`src/rtl/mp_multdiv_iter_if.sv`:
```
// Request/response bundle for the iterative multiply/divide unit.
// The master side issues operations and acknowledges results; the slave side
// is the unit itself.
interface mp_multdiv_iter_if #(
   parameter int WIDTH = 32
) ();
   logic             req_i;
   logic [1:0]       operator_i;
   logic [1:0]       signed_mode_i;
   logic [WIDTH-1:0] op_a_i;
   logic [WIDTH-1:0] op_b_i;
   logic             data_ind_timing_i;
   logic             kill_i;
   logic             ack_i;
   logic             ready_o;
   logic             valid_o;
   logic [WIDTH-1:0] result_o;

   modport master (
      output req_i, operator_i, signed_mode_i, op_a_i, op_b_i,
             data_ind_timing_i, kill_i, ack_i,
      input  ready_o, valid_o, result_o
   );

   modport slave (
      input  req_i, operator_i, signed_mode_i, op_a_i, op_b_i,
             data_ind_timing_i, kill_i, ack_i,
      output ready_o, valid_o, result_o
   );
endinterface

```
`src/rtl/mp_multdiv_iter.sv`:
```
// Iterative multiply/divide unit: MUL, MULH(SU/U), DIV(U), REM(U) on WIDTH-bit
// operands, retiring STEPS bits per cycle with its own adder. Operands are
// reduced to magnitudes on accept, iterated as unsigned, and sign-corrected in
// a single FIX cycle.
// Optional early-out (macro MP_MULTDIV_EARLY_OUT_EN): when the latched
// data_ind_timing_i is 0, multiplies stop once the remaining multiplier bits
// are zero and divides by zero skip iteration entirely.
module mp_multdiv_iter #(
   parameter int WIDTH = 32,
   parameter int STEPS = 1
) (
   input logic              clk_i,
   input logic              rst_ni,
   mp_multdiv_iter_if.slave bus
);

   localparam int NITER = WIDTH / STEPS;
   localparam int CW    = $clog2(NITER + 1);

   typedef enum logic [1:0] {IDLE, ITER, FIX, DONE} state_e;

   state_e             state_q, state_d;
   logic [1:0]         op_q, op_d;
   logic               sign_a_q, sign_a_d;
   logic               sign_b_q, sign_b_d;
   logic [2*WIDTH-1:0] acc_q, acc_d;       // product, or {remainder, quotient}
   logic [2*WIDTH-1:0] opa_q, opa_d;       // shifted multiplicand / dividend
   logic [WIDTH-1:0]   opb_q, opb_d;       // shifted multiplier / divisor
   logic [WIDTH-1:0]   result_q, result_d;
   logic [CW-1:0]      cnt_q, cnt_d;

   logic               accept;
   logic               a_sign, b_sign;
   logic [WIDTH-1:0]   mag_a, mag_b;
   logic [2*WIDTH-1:0] it_acc, it_opa;
   logic [WIDTH-1:0]   it_opb;
   logic [WIDTH:0]     rem_sh;
   logic [WIDTH+1:0]   diff;
   logic [2*WIDTH-1:0] prod_n;
   logic [WIDTH-1:0]   fix_res;
   logic               eo_dz, eo_mul;

   function automatic logic [WIDTH-1:0] cond_neg(input logic [WIDTH-1:0] v,
                                                 input logic neg);
      return neg ? -v : v;
   endfunction

   function automatic logic [2*WIDTH-1:0] cond_neg2(input logic [2*WIDTH-1:0] v,
                                                    input logic neg);
      return neg ? -v : v;
   endfunction

   assign accept = bus.req_i && (state_q == IDLE) && !bus.kill_i;
   assign a_sign = bus.op_a_i[WIDTH-1] & bus.signed_mode_i[0];
   assign b_sign = bus.op_b_i[WIDTH-1] & bus.signed_mode_i[1];
   assign mag_a  = cond_neg(bus.op_a_i, a_sign);
   assign mag_b  = cond_neg(bus.op_b_i, b_sign);

`ifdef MP_MULTDIV_EARLY_OUT_EN
   logic dit_q, dit_d;

   assign dit_d  = accept ? bus.data_ind_timing_i : dit_q;
   assign eo_dz  = !bus.data_ind_timing_i && bus.operator_i[1] && (bus.op_b_i == '0);
   assign eo_mul = !dit_q && !op_q[1] && (it_opb == '0);

   // Latch the timing mode for the whole operation.
   always_ff @(posedge clk_i or negedge rst_ni) begin
      if (!rst_ni) dit_q <= 1'b0;
      else         dit_q <= dit_d;
   end
`else
   logic unused_dit;

   assign unused_dit = bus.data_ind_timing_i;
   assign eo_dz      = 1'b0;
   assign eo_mul     = 1'b0;
`endif

   // One iteration: STEPS shift-add (multiply, LSB first) or restoring
   // subtract (divide, MSB first) sub-steps chained combinationally.
   always_comb begin
      it_acc = acc_q;
      it_opa = opa_q;
      it_opb = opb_q;
      rem_sh = '0;
      diff   = '0;
      for (int s = 0; s < STEPS; s++) begin
         if (op_q[1]) begin
            rem_sh = {it_acc[2*WIDTH-1:WIDTH], it_opa[WIDTH-1]};
            diff   = {1'b0, rem_sh} - {2'b00, opb_q};
            it_opa = it_opa << 1;
            if (!diff[WIDTH+1]) it_acc = {diff[WIDTH-1:0], it_acc[WIDTH-2:0], 1'b1};
            else                it_acc = {rem_sh[WIDTH-1:0], it_acc[WIDTH-2:0], 1'b0};
         end else begin
            if (it_opb[0]) it_acc = it_acc + it_opa;
            it_opa = it_opa << 1;
            it_opb = it_opb >> 1;
         end
      end
   end

   // Sign correction of the magnitude result. A zero divisor keeps the
   // all-ones quotient; the remainder follows the dividend sign only.
   always_comb begin
      prod_n = cond_neg2(acc_q, sign_a_q ^ sign_b_q);
      case (op_q)
         2'd0:    fix_res = prod_n[WIDTH-1:0];
         2'd1:    fix_res = prod_n[2*WIDTH-1:WIDTH];
         2'd2:    fix_res = cond_neg(acc_q[WIDTH-1:0],
                                     (sign_a_q ^ sign_b_q) && (opb_q != '0));
         default: fix_res = cond_neg(acc_q[2*WIDTH-1:WIDTH], sign_a_q);
      endcase
   end

   // Datapath next-state: load on accept, iterate in ITER, capture in FIX.
   always_comb begin
      op_d     = op_q;
      sign_a_d = sign_a_q;
      sign_b_d = sign_b_q;
      acc_d    = acc_q;
      opa_d    = opa_q;
      opb_d    = opb_q;
      result_d = result_q;
      cnt_d    = cnt_q;
      case (state_q)
         IDLE: begin
            if (accept) begin
               op_d     = bus.operator_i;
               sign_a_d = a_sign;
               sign_b_d = b_sign;
               opa_d    = {{WIDTH{1'b0}}, mag_a};
               opb_d    = mag_b;
               acc_d    = eo_dz ? {mag_a, {WIDTH{1'b1}}} : '0;
               cnt_d    = CW'(NITER);
            end
         end
         ITER: begin
            acc_d = it_acc;
            opa_d = it_opa;
            opb_d = it_opb;
            cnt_d = cnt_q - CW'(1);
         end
         FIX:     result_d = fix_res;
         default: ;
      endcase
   end

   // Datapath registers.
   always_ff @(posedge clk_i or negedge rst_ni) begin
      if (!rst_ni) begin
         op_q     <= '0;
         sign_a_q <= 1'b0;
         sign_b_q <= 1'b0;
         acc_q    <= '0;
         opa_q    <= '0;
         opb_q    <= '0;
         result_q <= '0;
         cnt_q    <= '0;
      end else begin
         op_q     <= op_d;
         sign_a_q <= sign_a_d;
         sign_b_q <= sign_b_d;
         acc_q    <= acc_d;
         opa_q    <= opa_d;
         opb_q    <= opb_d;
         result_q <= result_d;
         cnt_q    <= cnt_d;
      end
   end

   // FSM state register.
   always_ff @(posedge clk_i or negedge rst_ni) begin
      if (!rst_ni) state_q <= IDLE;
      else         state_q <= state_d;
   end

   // FSM next state; kill overrides every other transition.
   always_comb begin
      state_d = state_q;
      case (state_q)
         IDLE: if (bus.req_i) state_d = eo_dz ? FIX : ITER;
         ITER: if ((cnt_q == CW'(1)) || eo_mul) state_d = FIX;
         FIX:  state_d = DONE;
         DONE: if (bus.ack_i) state_d = IDLE;
         default: state_d = IDLE;
      endcase
      if (bus.kill_i) state_d = IDLE;
   end

   // FSM outputs.
   always_comb begin
      bus.ready_o  = (state_q == IDLE);
      bus.valid_o  = (state_q == DONE);
      bus.result_o = result_q;
   end

endmodule

```
`src/flat_wrapper.sv`:
```
// flat-port wrapper written by rule: the top's interface ports become plain ports
module mp_multdiv_iter_flat 
#(
   parameter int WIDTH = 32,
   parameter int STEPS = 1
)
  (clk_i, rst_ni, bus_req_i, bus_operator_i, bus_signed_mode_i, bus_op_a_i, bus_op_b_i, bus_data_ind_timing_i, bus_kill_i, bus_ack_i, bus_ready_o, bus_valid_o, bus_result_o);
  mp_multdiv_iter_if #(.WIDTH(WIDTH)) bus_i ();
  input logic clk_i;
  input logic rst_ni;
  input wire logic [$bits(bus_i.req_i)-1:0] bus_req_i;
  input wire logic [$bits(bus_i.operator_i)-1:0] bus_operator_i;
  input wire logic [$bits(bus_i.signed_mode_i)-1:0] bus_signed_mode_i;
  input wire logic [$bits(bus_i.op_a_i)-1:0] bus_op_a_i;
  input wire logic [$bits(bus_i.op_b_i)-1:0] bus_op_b_i;
  input wire logic [$bits(bus_i.data_ind_timing_i)-1:0] bus_data_ind_timing_i;
  input wire logic [$bits(bus_i.kill_i)-1:0] bus_kill_i;
  input wire logic [$bits(bus_i.ack_i)-1:0] bus_ack_i;
  output wire logic [$bits(bus_i.ready_o)-1:0] bus_ready_o;
  output wire logic [$bits(bus_i.valid_o)-1:0] bus_valid_o;
  output wire logic [$bits(bus_i.result_o)-1:0] bus_result_o;
  assign bus_i.req_i = bus_req_i;
  assign bus_i.operator_i = bus_operator_i;
  assign bus_i.signed_mode_i = bus_signed_mode_i;
  assign bus_i.op_a_i = bus_op_a_i;
  assign bus_i.op_b_i = bus_op_b_i;
  assign bus_i.data_ind_timing_i = bus_data_ind_timing_i;
  assign bus_i.kill_i = bus_kill_i;
  assign bus_i.ack_i = bus_ack_i;
  assign bus_ready_o = bus_i.ready_o;
  assign bus_valid_o = bus_i.valid_o;
  assign bus_result_o = bus_i.result_o;
  mp_multdiv_iter #(.WIDTH(WIDTH), .STEPS(STEPS)) u_core (.clk_i(clk_i), .rst_ni(rst_ni), .bus(bus_i));
endmodule
```
`config.mk`:
```
export PLATFORM = sky130hd
export DESIGN_NAME = mp_multdiv_iter_flat
export DESIGN_NICKNAME = d
export VERILOG_FILES = /design/src/rtl/mp_multdiv_iter_if.sv /design/src/rtl/mp_multdiv_iter.sv /design/src/flat_wrapper.sv
export SDC_FILE = /design/constraint.sdc
export NUM_CORES = 1
export LEC_CHECK = 0
export CAP_MARGIN = 15
export CORE_ASPECT_RATIO = 0.75
export CORE_MARGIN = 4
export CORE_UTILIZATION = 46
export DETAILED_ROUTE_END_ITERATION = 12
export PLACE_DENSITY = 0.7
export REMOVE_ABC_BUFFERS = 1
export SYNTH_ARGS = -nofsm -noshare
export SYNTH_HDL_FRONTEND = slang
export SYNTH_SLANG_ARGS = --single-unit
```
`constraint.sdc`:
```
create_clock -name clk_i -period 5.2 [get_ports clk_i]
set_input_delay 1.04 -clock clk_i [delete_from_list [all_inputs] [get_ports clk_i]]
set_output_delay 1.04 -clock clk_i [all_outputs]
set_load 0.01 [all_outputs]
```
; Word level (Yosys, flattened, before mapping)
; Cells that the tools add are included.
[word_totals]
input_bits = 74
register_bits = 204
output_inout_bits = 34
[op_classes]
n_reduce_logical = 13
n_bitwise = 3
n_addsub = 8
n_mux = 23
n_eq_ne = 12
[ops]
columns = cell, n
row1 = $mux W64, 6
row2 = $pmux W64 S2, 2
row3 = $mux W32, 6
row4 = $neg A32 Y32, 4
row5 = $pmux W32 S3, 1
row6 = $add A64 B64 Y64, 1
row7 = $neg A64 Y64, 1
row8 = $pmux W32 S2, 1
row9 = $sub A33 B32 Y34, 1
row10 = $reduce_bool A32 Y1, 1
row11 = $pmux W6 S2, 1
row12 = $reduce_and A3 Y1, 3
row13 = $mux W2, 4
row14 = $pmux W2 S4, 1
row15 = $eq A2 B2 Y1 const B, 3
row16 = $eq A6 B1 Y1 const B, 1
row17 = $mux W6, 1
row18 = $ne A3 B3 Y1 const B, 2
row19 = $sub A6 B1 Y6 const B, 1
row20 = $eq A2 B1 Y1 const B, 2
row21 = $logic_not A2 Y1, 2
row22 = $reduce_and A2 Y1, 2
row23 = $logic_and A1 B1 Y1, 3
row24 = $ne A3 B1 Y1 const B, 1
row25 = other kinds (7), 8

; Logic depth before layout (Yosys ltp)
[logic_depth]
ltp_word = 5
mapped_depth = 14
mapped_depth_nobuf = 14

; Least setup slack after synthesis
; Ideal clock, no wire load.
[synth_timing]
path_kind = input port to flip-flop
start = in bus_op_a_i[11]
end = reg u_core.opa_q[31]
path_slack_ns = 1.851
path_stages = 9
arrival_time_ns = 3.268
setup_time_ns = 0.082
cell_sequence = or4_1 nor4_1 nor3b_1 nand2_1 nor4_1 nand2_1 o41ai_1 nand3_1 a31oi_1
[synth_via]
elab_chain_len = 4
[synth_lines]
columns = element, line_no
row1 = "start, declared", flat_wrapper.sv:14  ; input wire logic [$bits(bus_i.op_a_i)-1:0] bus_op_a_i;
row2 = $neg A32 Y32, mp_multdiv_iter.sv:45  ; return neg ? -v : v;
row3 = $mux W32, mp_multdiv_iter.sv:45
row4 = $mux W64, mp_multdiv_iter.sv:127  ; if (accept) begin
row5 = $pmux W64 S2, mp_multdiv_iter.sv:125  ; case (state_q)
row6 = "end signal, assigned", mp_multdiv_iter.sv:164  ; opa_q <= opa_d;
row7 = "end, declared", mp_multdiv_iter.sv:27  ; logic [2*WIDTH-1:0] opa_q, opa_d;
; No other way between the ends. The select of a mux whose other input is x is not followed.
; A chain may end at the register's enable or synchronous reset.

; Final worst setup path
[layout_timing]
start = reg u_core.opa_q[31]
end = reg u_core.acc_q[62]
[layout_via]
elab_chain_len = 4
elab_cells_between_ends = 6
cone_classes = add/sub (2) / mux (4)
[layout_lines]
columns = element, line_no
row1 = $add A64 B64 Y64 or $sub A33 B32 Y34 (tied branches), "mp_multdiv_iter.sv:95, mp_multdiv_iter.sv:90"
row2 = $mux W64 (on tied branches), "mp_multdiv_iter.sv:95, mp_multdiv_iter.sv:92"
row3 = $mux W64 *, mp_multdiv_iter.sv:88  ; if (op_q[1]) begin
row4 = $pmux W64 S2 *, mp_multdiv_iter.sv:125
row5 = "end signal, assigned", mp_multdiv_iter.sv:154  ; acc_q <= '0;
row6 = "end signal, assigned", mp_multdiv_iter.sv:163  ; acc_q <= acc_d;
row7 = "end, declared", mp_multdiv_iter.sv:26  ; logic [2*WIDTH-1:0] acc_q, acc_d;
; Mark *: on every way between the ends. The rest lies on a longest branch, timed or not. The select of a mux whose other input is x is not followed.

==> metrics <==
worst slew pin tran=1.21 ns; CP cell instances=inv_1, ha_1, inv_1, fa_1, a211o_1, a2111oi_0, o2111ai_1, a41o_1, a21oi_1, o22ai_1, nor2_1, xnor2_1, mux2i_1, o221ai_1; # setup viols final=0; initial antenna violation count=2; post-synthesis sequential area ratio=28.4%; min Tclk post-route=4.10 ns; Antenna Nets Post-Route=0; Hold Crit Class=in -> async; Gate Count Post-Synth=2,398; routed len/inst=20.4 um; DRT iter0 DRCs=1,714; CTS tree=done; leakage power=8.95 nW; total grt overflow=0; # H-tree levels=1; largest cells by area after synthesis=dfrtp_1 (28%), ha_1 (7.3%), nand2_1 (7.1%), a21oi_1 (7.0%), o21ai_0 (6.9%); most used cell, CP=inv_1; Peak supply drop=0.000401 V; largest net degree at the start of global routing=109; Worst path slowest cell=a2111oi_0; Post-synth EDFFs=0; Placed Cells=2,907; ant diodes=0; Synth Flop Type=dfrtp_1; clock network power share=13.3%; RSZ-0062 raised after global routing=false; gpl congestion=0.963; Die X=236 um; Final Cycle Share=78.9%; I/O pin count=108; Synth top area share=28.4%; critical path arrival=4.57 ns; HPWL after DPL=45,600 um; DRC viols=0; total number of vias=18,000; crit path launch=u_core.opa_q[31]$_DFFE_PN0P_; CTS max path bufs=3; WS Path Type=reg -> reg; post-synthesis cell type count=78; vias in the first global route=16,400; Final Max Tran Viols=0; Worst-Skew Late Latency=0.55 ns; Largest stage delay, worst path=0.80 ns; proportion of layout cells with a drive suffix above 1=4.14%; CP required=5.67 ns; syn avg cell area=7.49 sq um; synthesized area=0.0180 sq mm; hold-fix buffers at CTS=0; RR Startpoint=u_core.opa_q[31]$_DFFE_PN0P_; CP Max Fanout=4; dominant cell type by area after synthesis=dfrtp_1; total CTS buffers=24; Via density=6.11; first-pass GRT wire length=94,200 um; clk slew on worst S/H paths=0.07 ns; synth warn=0; Setup Buffers After CTS=0; total wire length=60,100 um; most frequent cells in the layout=nand2_1 (340), a21oi_1 (250), o21ai_0 (246), nor2_1 (206), dfrtp_1 (202); Die Y=179 um; count of final hold-check violations=0; Row Count=62; worst path buffer plus inverter count=2; GR Util All Layers=27.5%; post-CTS sizing=0; Synth async-reset ratio=100%; Seq pwr share=22.5%; CP startpoint kind=flip-flop; CTS root buf=clkbuf_16; clk_skew=0.0303 ns; Psw=7.14 mW; Top delay family on crit path=compound AO/OA/AOI/OAI gates; Non-Filler Instances=2,951; P&R area growth vs syn=12.8%; CTS sink cnt=204; Initial DRT Pass Iterations=5; fin nets=2,602; sw frac=52.3%; CP Capture Type=flip-flop; Core Footprint=0.0384 sq mm; Comb pwr share=64.2%; Seq cells post-synth=204; number of buffers added on ports=106; Power Internal=6.50 mW; f_max=0.244 GHz; status=finished clean; Initial Util=46.8%; max_cap viols=0; Die ar.=0.0423 sq mm; slew margin rel.=18.9%; final core utilization=52.8%; commonest non-fill, non-tap cell in the layout=nand2_1; power per cell area=673 mW/mm^2
## sequential cells by signal, indices dropped and copies added (netlist names)
name	cells
u_core.state_q	2
u_core.opa_q	64
u_core.sign_b_q	1
u_core.opb_q	32
u_core.op_q	2
u_core.cnt_q	6
u_core.sign_a_q	1
u_core.bus.result_o	32
u_core.acc_q	64
## logic make-up after synthesis
| family | after synthesis | synth area share [%] |
|---|---|---|
| AO/OA/AOI/OAI | 806 | 27.2 |
| XOR/XNOR | 204 | 9.94 |
| adder cells (fa/ha/maj) | 107 | 7.54 |
| buffers and inverters | 233 | 4.94 |
| flip-flops | 204 | 28.4 |
| multiplexers | 18 | 1.07 |
| AND/OR/NAND/NOR | 826 | 20.9 |
## layer usage
layer | share of wire (%) | vias up | wire [um] | GRT usage (%)
met3 | 9.7 | 83 | 5830 | 5.46
met2 | 39 | 739 | 23600 | 38.4
met1 | 49 | 8569 | 29300 | 43.5
met4 | 2.2 | 2 | 1350 | 5.84
li1 | - | 8649 | - | -
met5 | 0.013 | - | 8 | 0
## power by group through the flow
stage | Clock, mW | Sequential [mW] | Combinational [mW]
2_1_floorplan | 0 | 2.84 | 6.04
3_3_place_gp | 0 | 3.02 | 8.36
3_5_place_dp | 0 | 3.04 | 8.51
4_1_cts | 1.82 | 3.02 | 8.56
5_1_grt | 1.90 | 3.13 | 9.63
6_report | 1.81 | 3.07 | 8.76
## stage by stage
step                      TNS [ns]  instance area (sq um)  total power, mW  worst slack, ns  hold WS, ns
after CTS                        0                  20300             13.4             1.16        0.457
after detailed placement         0                  19400             11.6            0.598        0.473
after floorplan            -565.57                  17400             8.88            -5.00        0.468
after global placement           0                  19400             11.4            0.712        0.482
final                            0                  20300             13.6             1.10        0.427
after global routing             0                  20300             14.7            0.790        0.467
## cells in the mapped netlist (all sizes together), types with 8 or more instances
master and instances:
o41ai 8, nor4 26, nand4 29, or4 16, o22ai 11, a22oi 14
xor2 88, nor2 206, nand3 61, ha 105, o31ai 27, a21oi 250
o211ai 34, or3 26, mux2 9, a211oi 30, o21a 15, a22o 14
a211o 8, o21ai 250, o221ai 10, inv 96, clkbuf 121, nand2b 14
mux2i 9, a31oi 23, xnor2 116, nand2 341, and2 9, nor3 50
o21bai 11, buf 15, a21o 57, dfrtp 204, nor2b 12
## area by class of cell
type	instances	area [sq um]
clock buffer	36	737
clock inverter	8	95.1
fill	3675	18100
inverter	97	364
multi-input combinational	1961	12000
sequential	204	5110
tap	512	641
timing repair buffer	133	1290
## path summary, 6_finish.rpt
kind	slack (ns)	to	cells after the start
worst max-delay path	1.10	u_core.acc_q[62]$_DFFE_PN0P_	14
max in group asynchronous	3.69	u_core.acc_q[49]$_DFFE_PN0P_	2
min in group clk_i	0.49	u_core.bus.result_o[23]$_DFFE_PN0N_	1
worst max register to register	1.10	u_core.acc_q[62]$_DFFE_PN0P_	14
worst min-delay path	0.43	u_core.opb_q[31]$_DFFE_PN0P_	1
worst min register to register	0.49	u_core.bus.result_o[23]$_DFFE_PN0N_	1
No activity file was read; power rests on OpenSTA's default activity.
